===== src/rtl/rwpx_rd_streamer.sv =====
// Read-side streamer for a circular-buffer block RAM: issues reads behind the
// writer pointer, hides the 1-cycle RAM latency and presents a valid/ready stream.
module rwpx_rd_streamer #(
  parameter int ADDRBIT = 9,
  parameter int DEPTH   = 512,
  parameter int WIDTH   = 32
) (
  input  logic               clk,
  input  logic               rst_n,
  input  logic [ADDRBIT:0]   wptr,
  output logic [ADDRBIT:0]   rptr,
  output logic [ADDRBIT-1:0] ra,
  output logic               re,
  input  logic [WIDTH-1:0]   rdo,
  input  logic               test,
  input  logic               flush,
  output logic               o_vld,
  output logic [WIDTH-1:0]   o_dat,
  input  logic               o_rdy,
  output logic               empty,
  output logic               ovf_err
);

  localparam logic [ADDRBIT:0] DEPTH_P = (ADDRBIT+1)'(DEPTH);
  localparam logic [ADDRBIT:0] ONE_P   = (ADDRBIT+1)'(1);

  logic [ADDRBIT:0] rptr_r, rptr_nxt_s;
  logic             infl_r;
  logic [1:0]       cnt_r, cnt_nxt_s;
  logic [WIDTH-1:0] buf0_r, buf1_r, buf0_nxt_s, buf1_nxt_s;
  logic             ovf_r, ovf_nxt_s;

  logic [ADDRBIT:0] avail_s;
  logic             overrun_s;
  logic             pop_s, pop_eff_s, push_s, issue_s;
  logic [2:0]       occ_s;

  assign avail_s   = wptr - rptr_r;
  assign overrun_s = (avail_s > DEPTH_P);
  assign pop_s     = (cnt_r != 2'd0) & o_rdy;
  // flush wins over pop so the head (and thus o_dat) is left untouched
  assign pop_eff_s = pop_s & ~flush;
  assign push_s    = infl_r & ~flush;
  assign occ_s     = {1'b0, cnt_r} + {2'b00, infl_r} - {2'b00, pop_s};
  // overrun is also gated combinationally so no read slips out before ovf_err registers
  assign issue_s   = (avail_s != '0) & ~test & ~flush & ~ovf_r & ~overrun_s & (occ_s < 3'd2);

  // Next-state for pointer, occupancy, overrun flag and the 2-entry skid buffer
  always_comb begin
    rptr_nxt_s = rptr_r;
    cnt_nxt_s  = cnt_r;
    buf0_nxt_s = buf0_r;
    buf1_nxt_s = buf1_r;
    ovf_nxt_s  = ovf_r | overrun_s;

    if (flush) begin
      rptr_nxt_s = wptr;
      cnt_nxt_s  = 2'd0;
      ovf_nxt_s  = 1'b0;
    end else begin
      if (issue_s) begin
        rptr_nxt_s = rptr_r + ONE_P;
      end else begin
        rptr_nxt_s = rptr_r;
      end
      case ({push_s, pop_eff_s})
        2'b10:   cnt_nxt_s = cnt_r + 2'd1;
        2'b01:   cnt_nxt_s = cnt_r - 2'd1;
        default: cnt_nxt_s = cnt_r;
      endcase
    end

    // buf0 is the head; when the last entry pops it is kept so o_dat holds its value
    case (cnt_r)
      2'd0: begin
        if (push_s) begin
          buf0_nxt_s = rdo;
        end else begin
          buf0_nxt_s = buf0_r;
        end
      end
      2'd1: begin
        if (push_s && pop_eff_s) begin
          buf0_nxt_s = rdo;
        end else if (push_s) begin
          buf1_nxt_s = rdo;
        end else begin
          buf0_nxt_s = buf0_r;
        end
      end
      2'd2: begin
        if (pop_eff_s) begin
          buf0_nxt_s = buf1_r;
        end else begin
          buf0_nxt_s = buf0_r;
        end
        if (push_s) begin
          buf1_nxt_s = rdo;
        end else begin
          buf1_nxt_s = buf1_r;
        end
      end
      default: begin
        buf0_nxt_s = buf0_r;
        buf1_nxt_s = buf1_r;
      end
    endcase
  end

  // State registers with synchronous active-low reset
  always_ff @(posedge clk) begin
    if (!rst_n) begin
      rptr_r <= '0;
      infl_r <= 1'b0;
      cnt_r  <= 2'd0;
      buf0_r <= '0;
      buf1_r <= '0;
      ovf_r  <= 1'b0;
    end else begin
      rptr_r <= rptr_nxt_s;
      infl_r <= issue_s;
      cnt_r  <= cnt_nxt_s;
      buf0_r <= buf0_nxt_s;
      buf1_r <= buf1_nxt_s;
      ovf_r  <= ovf_nxt_s;
    end
  end

  assign rptr    = rptr_r;
  assign ra      = rptr_r[ADDRBIT-1:0];
  assign re      = issue_s;
  assign o_vld   = (cnt_r != 2'd0);
  assign o_dat   = buf0_r;
  assign empty   = (avail_s == '0) & (cnt_r == 2'd0) & ~infl_r;
  assign ovf_err = ovf_r;

endmodule

===== config.mk =====
export PLATFORM = sky130hd
export DESIGN_NAME = rwpx_rd_streamer
export DESIGN_NICKNAME = d
export VERILOG_FILES = /design/src/rtl/rwpx_rd_streamer.sv
export SDC_FILE = /design/constraint.sdc
export NUM_CORES = 1
export LEC_CHECK = 0
export CAP_MARGIN = 25
export CORE_MARGIN = 1
export CORE_UTILIZATION = 40
export CTS_CLUSTER_SIZE = 8
export DETAILED_ROUTE_END_ITERATION = 12
export PLACE_DENSITY = 0.81
export SLEW_MARGIN = 20
export SYNTH_ARGS = -nofsm -noshare
export SYNTH_HDL_FRONTEND = slang
export SYNTH_SLANG_ARGS = --single-unit

===== constraint.sdc =====
create_clock -name clk -period 4.1 [get_ports clk]
set_input_delay 0.82 -clock clk [delete_from_list [all_inputs] [get_ports clk]]
set_output_delay 0.82 -clock clk [all_outputs]
set_load 0.03 [all_outputs]

==> flow_summary.ini, run 1 <==
[setup_path]
worstSetupPathType = input pin to output port
cp_max_fo = 4
r2r_cells = 12
rr_endpoint = rptr[2]
r2r-start = rptr[2]
end_kind = output port
critPathCapture = re
cp.required_ps = 3280
critPathLaunchType = input pin
worstPathArrival_ps = 3200
worst-r2r-setup-slack_ps = 850
cp-startpoint = wptr[4]

[power_and_ir_drop]
p_switching_mw = 0.591
peakVddDrop_mv = 0.219
pwr-share-seq = 0.428
p_leak_nw = 1.95
p_int_mw = 1.30
comb_power_share = 0.257
power_density_nw_per_um2 = 334
clock_power_share = 0.315
swShare = 0.313
p_total_mw = 1.89

[yosys]
ys.flop_type = dfxtp_1
syn_inst = 478
yosys_warnings = 0
synth_top_area_frac = 0.390
ys_ff_latch = 78
synth_area_leaders = dfxtp_1 (39%), mux2i_1 (9.3%), nand2_1 (6.9%)
async_flop_share = 0
synth_top_area_cell = dfxtp_1
synth_edf_count = 0
syn-cell-area_um2 = 4000
synth_cell_types = 55
syn_avg_cell_area_um2 = 8.38
synth_fp_nets = 543
ys_seq_area_frac = 0.390

[flow_run]
drv_cap = 0

[timing]
rsz0062_at_grt = yes
maxSlewViolCount = 0
max_freq_mhz = 248
fin_ws_ps = 75.0
fin_crit_ps = 4020
holdWs_ps = 457
setup_tns_ps = 0
tightest_slew_ps = 688
hold_viol_final = 0
relSlewSlack = 0.538
fin_crit_sh = 0.982
setup_viol_count_final = 0
fin_skew_ps = 10.1

[grt]
grt_pass1_vias = 3749
grt_pass1_wl_um = 17200
grt_max_degree = 65
grt_overflow = 0
antenna_found_initial = 0
track_usage = 0.211

[floorplan]
dieArea_um2 = 10400
fp.dieH_um = 102
die_x_um = 102
rows = 36
core-area_um2 = 9730
ioPinCount = 102
initial_core_util = 0.412

[clocking]
hold_buffers = 0
clk_path_buf_depth = 2
clock-sinks = 78
ctsHtreeMaxLevel = 3
cts_made_buffers = 9
clock_latency_ps = 360
cts_root_buf = clkbuf_8
path_clk_slew_ps = 80
tritoncts = done

[route]
via_per_inst = 5.28
drc = 0
dr.pass1.iters = 4
drtIter0Drc = 146
drt_wl_total_um = 10800
num_vias = 3851
routedWlPerCell_um = 14.8
ant_nets = 0

[place]
gp_congestion = 0.896
io_buffers = 101
hpwlAfterDp_um = 7480
place_ws_ps = -644

[final_layout]
n_antenna_cell = 0
drive_gt1_frac = 0.146
nNetsFinal = 657
layout_commonest_cell = clkdlybuf4s50_1
area_growth_pct = 41.4
layout_common_cells = clkdlybuf4s50_1 (91), dfxtp_1 (78), nand2_1 (74)

[hold_path]
hp-start = buf1_r[4]
hold_class = register to register

[outcome]
status = completed
power by group through the flow:
stage,combinational (mW),clock [mW],sequential (mW)
floorplan,0.202,0,0.879
finish,0.486,0.596,0.810
global placement,0.442,0,0.826
CTS,0.472,0.611,0.809
detailed placement,0.450,0,0.827
global route,0.524,0.647,0.813
flip-flops by register name (all words and copies together) (netlist names):
signal	count
o_dat	32
rptr	10
buf1_r	32
infl_r	1
cnt_r	2
ovf_err	1
through the flow:
stage	instance area, um2	std cells	utilization
floorplan	4010	478	-
global placement	5290	710	0.544
detailed placement	5290	710	0.544
CTS	5590	729	0.575
global route	5660	730	0.582
finish	5660	730	0.582
cells by family after synthesis:
family                   share of synthesized area
AO/OA/AOI/OAI                                0.194
AND/OR/NAND/NOR                              0.181
flip-flops                                   0.390
XOR/XNOR                                    0.0197
multiplexers                                0.0953
adder cells (fa/ha/maj)                     0.0581
buffers and inverters                       0.0619
worst min path at each step:
stage | endpoint | slack, ps | depth (start not counted)
finish | buf1_r[4] | 460 | 2
global route | buf1_r[29] | 480 | 2
CTS | buf1_r[2] | 460 | 2
detailed placement | buf1_r[2] | 450 | 2
global placement | buf1_r[10] | 440 | 2
floorplan | buf1_r[0] | 440 | 2
layer usage:
metal | vias to the layer above | wire length, um | share of wire | global-route usage
met2 | 118 | 5230 | 0.48 | 0.346
met1 | 1800 | 4670 | 0.43 | 0.257
met5 | - | 0 | 0 | 0
li1 | 1907 | - | - | -
met4 | 0 | 287 | 0.027 | 0.109
met3 | 26 | 643 | 0.059 | 0.0492
synthesized netlist by cell type, drive strengths merged (2+ instances only):
cell / number
nor4: 3
nand2: 74
clkbuf: 27
a21oi: 40
and2: 2
a211oi: 36
or2: 2
nor2: 45
nand2b: 3
o21ai: 15
dfxtp: 78
nor3: 13
ha: 17
inv: 21
nor2b: 3
or3: 2
mux2i: 37
xnor2: 5
buf: 9
nand3: 8
a2111oi: 3
xor2: 4
o31ai: 2
and3: 4
final cells by class:
type,count,area (um2)
clock inverter,6,71.3
tap,133,166
fill,873,4070
inverter,21,78.8
sequential,78,1560
clock buffer,10,128
timing repair buffer,139,1310
multi-input combinational,343,2340
what timing repair did:
item | CTS | global route
buffers inserted | 3 | 0
pin swaps | 11 | 7
gates cloned | 0 | 0
resized for setup | 29 | 6
setup endpoints to repair | 2 | 2
worst max-delay path, stage by stage:
cell and delay (ps):
dlygate4sd2_1 270, ha_4 240, a21o_1 210, a21oi_4 150
a21boi_2 80, or4_4 560, a2111oi_4 390, mux2i_2 300
inv_2 50, buf_6 130
(Power assumes the default switching activity.)
==> run 2, diff against run 1 <==
Settings changed: CTS_CLUSTER_SIZE 8 to 14.
==> results of run 2 <==
Same layout as run 1: the final DEF is identical, and so are final timing and power.
==> variant 1: new RTL, flow settings as in run 1 <==
`WIDTH`: 32 -> 40.
--- a/src/rtl/rwpx_rd_streamer.sv
+++ b/src/rtl/rwpx_rd_streamer.sv
@@ -3,7 +3,7 @@
 module rwpx_rd_streamer #(
   parameter int ADDRBIT = 9,
   parameter int DEPTH   = 512,
-  parameter int WIDTH   = 32
+  parameter int WIDTH   = 40
 ) (
   input  logic               clk,
   input  logic               rst_n,
Interface: changed (resized o_dat and rdo); port bits go from 102 to 118. The function was not compared with the original's and may differ.
==> variant 1 against run 1 <==
- wire length rose by 17%
- clock power rose by 52%
- first-iteration DRC count rose by 55%
- sequential share of layout area rose by 0.74 points
- design area rose by 17%
- die area rose by 24%
- power rose by 26%
- highest routed layer unchanged
- synthesized area rose by 24%
- sequential cell count rose by 16
- critical path type unchanged
- global-route usage fell by 1.0 points
- clock skew fell by 0.0054 ns
- count of clock-buffer cells in the layout did not move
- worst setup slack improved by 0.042 ns
==> variant 1: results <==
set metrics [dict create \
    comb_cell_power_uw 497 \
    ys_types 59 \
    ys_seq_area_share_pct 37.8 \
    vias 4461 \
    multi_input_gates 403 \
    cts_root_buf "clkbuf_16" \
    arrival_ns 3.16 \
    p_clk_uw 903 \
    grt_usage_pct 20.1 \
    synth-seq-cells 94 \
    crit_path_start "wptr[6]" \
    clock_buffers 10 \
    r2r-end "rptr[7]" \
    drt-initial-drc-count 227 \
    synth_compound_area_share_pct 24.4 \
    inverters 22 \
    drive_gt1_share_pct 8.26 \
    buf_share_pct 19.6 \
    cp_max_fo 8 \
    synth-async-reset-ratio_pct 0 \
    fillers 1075 \
    drt_first_pass_iters 5 \
    gp_congestion 0.955 \
    ff2ff_setup_slack_ns 0.73 \
    hold_depth 2 \
    outcome "completed" \
    hold_start "buf1_r[27]" \
    avgSynthCellArea_um2 8.83 \
    grt_max_degree 81 \
    final-clk-cell-share_pct 4.82 \
    h-tree-depth 3 \
    routedWlPerCell_um 15.1 \
    finalNetCount 734 \
    r2r_start "cnt_r[1]" \
    synth_area_leaders "dfxtp_1 38%, nand2_1 10%, o211a_1 8.6%" \
    swShare_pct 28.0 \
    synth_fa_ha_area_share_pct 4.67 \
    synth_commonest_cells "134 x nand2_1, 94 x dfxtp_1, 43 x o211a_1, 40 x a21boi_0, 40 x mux2i_1" \
    power.leakage_uw 0.00277 \
    ctsResizeCount 0 \
    port_buffers 117 \
    signal_buffers 131 \
    syn-num-nets 637 \
    multi_input_area_mm2 0.00285 \
    place_hpwl_mm 8.94 \
    synthMuxAreaShare_pct 8.04 \
    place_inst 817 \
    antenna_found_initial 0 \
    cts_setup_buffers 0 \
    slew_headroom_pct 50.3 \
    synth_xor_area_share_pct 1.23 \
    clkLatencyLatePin_ns 0.34 \
    grt_pass1_vias 4301 \
    grt_first_pass_wirelength_mm 20.7 \
    hold_end "buf1_r[27]" \
    routed_via_density 5.35 \
    seq_area_mm2 0.00188 \
    r2r_cells 13 \
]
==> variant 1: per-layer routing <==
layer | track usage (%) | wire, µm
met5 | 0 | 0
met4 | 8.60 | 274
met3 | 5.05 | 822
met2 | 33.5 | 5920
met1 | 24.5 | 5620
==> variant 1: critical path, cell delays in order <==
cell and delay (ns):
clkdlybuf4s50_1 0.47, ha_1 0.43, nand3_2 0.12, a211o_1 0.34, a21o_4 0.26, and2_4 0.16, nor4_4 0.32, nor3_4 0.07
buf_4 0.18
==> variant 1: through the flow <==
step | cell area (µm²) | utilization (%) | power [µW] | setup WS, ns | hold slack (ns)
2_1_floorplan | 4980 | - | 1290 | 0.284 | 0.443
3_3_place_gp | 6280 | 52.0 | 1470 | 0.0869 | 0.449
3_5_place_dp | 6280 | 52.0 | 1480 | 0.0447 | 0.460
4_1_cts | 6600 | 54.7 | 2390 | 0.0397 | 0.469
5_1_grt | 6640 | 55.1 | 2480 | 0.00436 | 0.490
6_report | 6640 | 55.1 | 2380 | 0.117 | 0.464
==> variant 2: new RTL, settings of run 1 <==
Made on the original files. Take the reset off `buf0_r` and `buf1_r` and load them in a clocked block of their own.
--- a/src/rtl/rwpx_rd_streamer.sv
+++ b/src/rtl/rwpx_rd_streamer.sv
@@ -113,17 +113,18 @@
       rptr_r <= '0;
       infl_r <= 1'b0;
       cnt_r  <= 2'd0;
-      buf0_r <= '0;
-      buf1_r <= '0;
       ovf_r  <= 1'b0;
     end else begin
       rptr_r <= rptr_nxt_s;
       infl_r <= issue_s;
       cnt_r  <= cnt_nxt_s;
-      buf0_r <= buf0_nxt_s;
-      buf1_r <= buf1_nxt_s;
       ovf_r  <= ovf_nxt_s;
     end
+  end
+
+  always_ff @(posedge clk) begin
+    buf0_r <= buf0_nxt_s;
+    buf1_r <= buf1_nxt_s;
   end
 
   assign rptr    = rptr_r;
Check against the original RTL: differs if rst_n is asserted again (counterexample within 4 cycles, from zero or initial values and one cycle with rst_n low); with rst_n held inactive, the same outputs for 4 cycles.
==> variant 2 against run 1 <==
- design area increased by 3.4%
- power increased by 6.0%
- via count decreased by 17%
- synthesized area decreased by 2.2%
- worst setup slack got worse by 0.052 ns
- clock power decreased by 11%
- sequential cell count unchanged
- sequential power increased by 11%
- sequential share of layout area increased by 10 points
- critical path depth increased by 3
- wire length decreased by 3.6%
==> variant 2: results <==
set metrics [dict create \
    outcome "completed" \
    dieArea_mm2 0.0102 \
    grt_max_degree 35 \
    place_hpwl_mm 7.38 \
    cp_max_fo 3 \
    place_inst 570 \
    drt-initial-drc-count 133 \
    final-clk-cell-share_pct 3.10 \
    routed_via_density 5.34 \
    p_switching_uw 607 \
    ys_types 60 \
    wl_met2_mm 5.05 \
    inverters 18 \
    m1WireLength_mm 4.22 \
    dp_slack_ns -0.802 \
    sh_seq_area_pct 37.6 \
    grt_first_pass_wirelength_mm 15.8 \
    setup_ws_ns 0.0231 \
    pg_seq_uw 896 \
    hold_end "ovf_err" \
    r2r_cells 14 \
    clock_skew_ns 0.0137 \
    fillers 753 \
    hold_start "ovf_err" \
    dpl_cell_area_mm2 0.00544 \
    wirelength_mm 10.4 \
]
[variant 2: cell types whose count changed after synthesis, sizes merged, moves of 5 or more]
cell    before  now
a21oi       40    5
dfxtp       78   14
mux2i       37    2
a211oi      36    8
clkbuf      27    7
mux2         1   32
nor2        45   13
o21ai       15   10
nand2       74   17
edfxtp       0   64
nor3        13    4
[variant 2: critical path, stage by stage]
cell	delay, ns
buf_6	0.10
ha_4	0.20
nor2b_4	0.13
buf_6	0.12
o2111ai_4	0.21
nand3b_1	0.20
xnor2_2	0.18
or3_4	0.34
or4_4	0.53
buf_4	0.16
nand3_2	0.08
inv_2	0.06
buf_6	0.13
[variant 2: logic make-up after synthesis]
logic type	synth area share, %
AO/OA/AOI/OAI	11.1
XOR/XNOR	2.01
adder cells (fa/ha/maj)	5.94
buffers and inverters	4.50
flip-flops	56.2
multiplexers	9.71
AND/OR/NAND/NOR	10.6
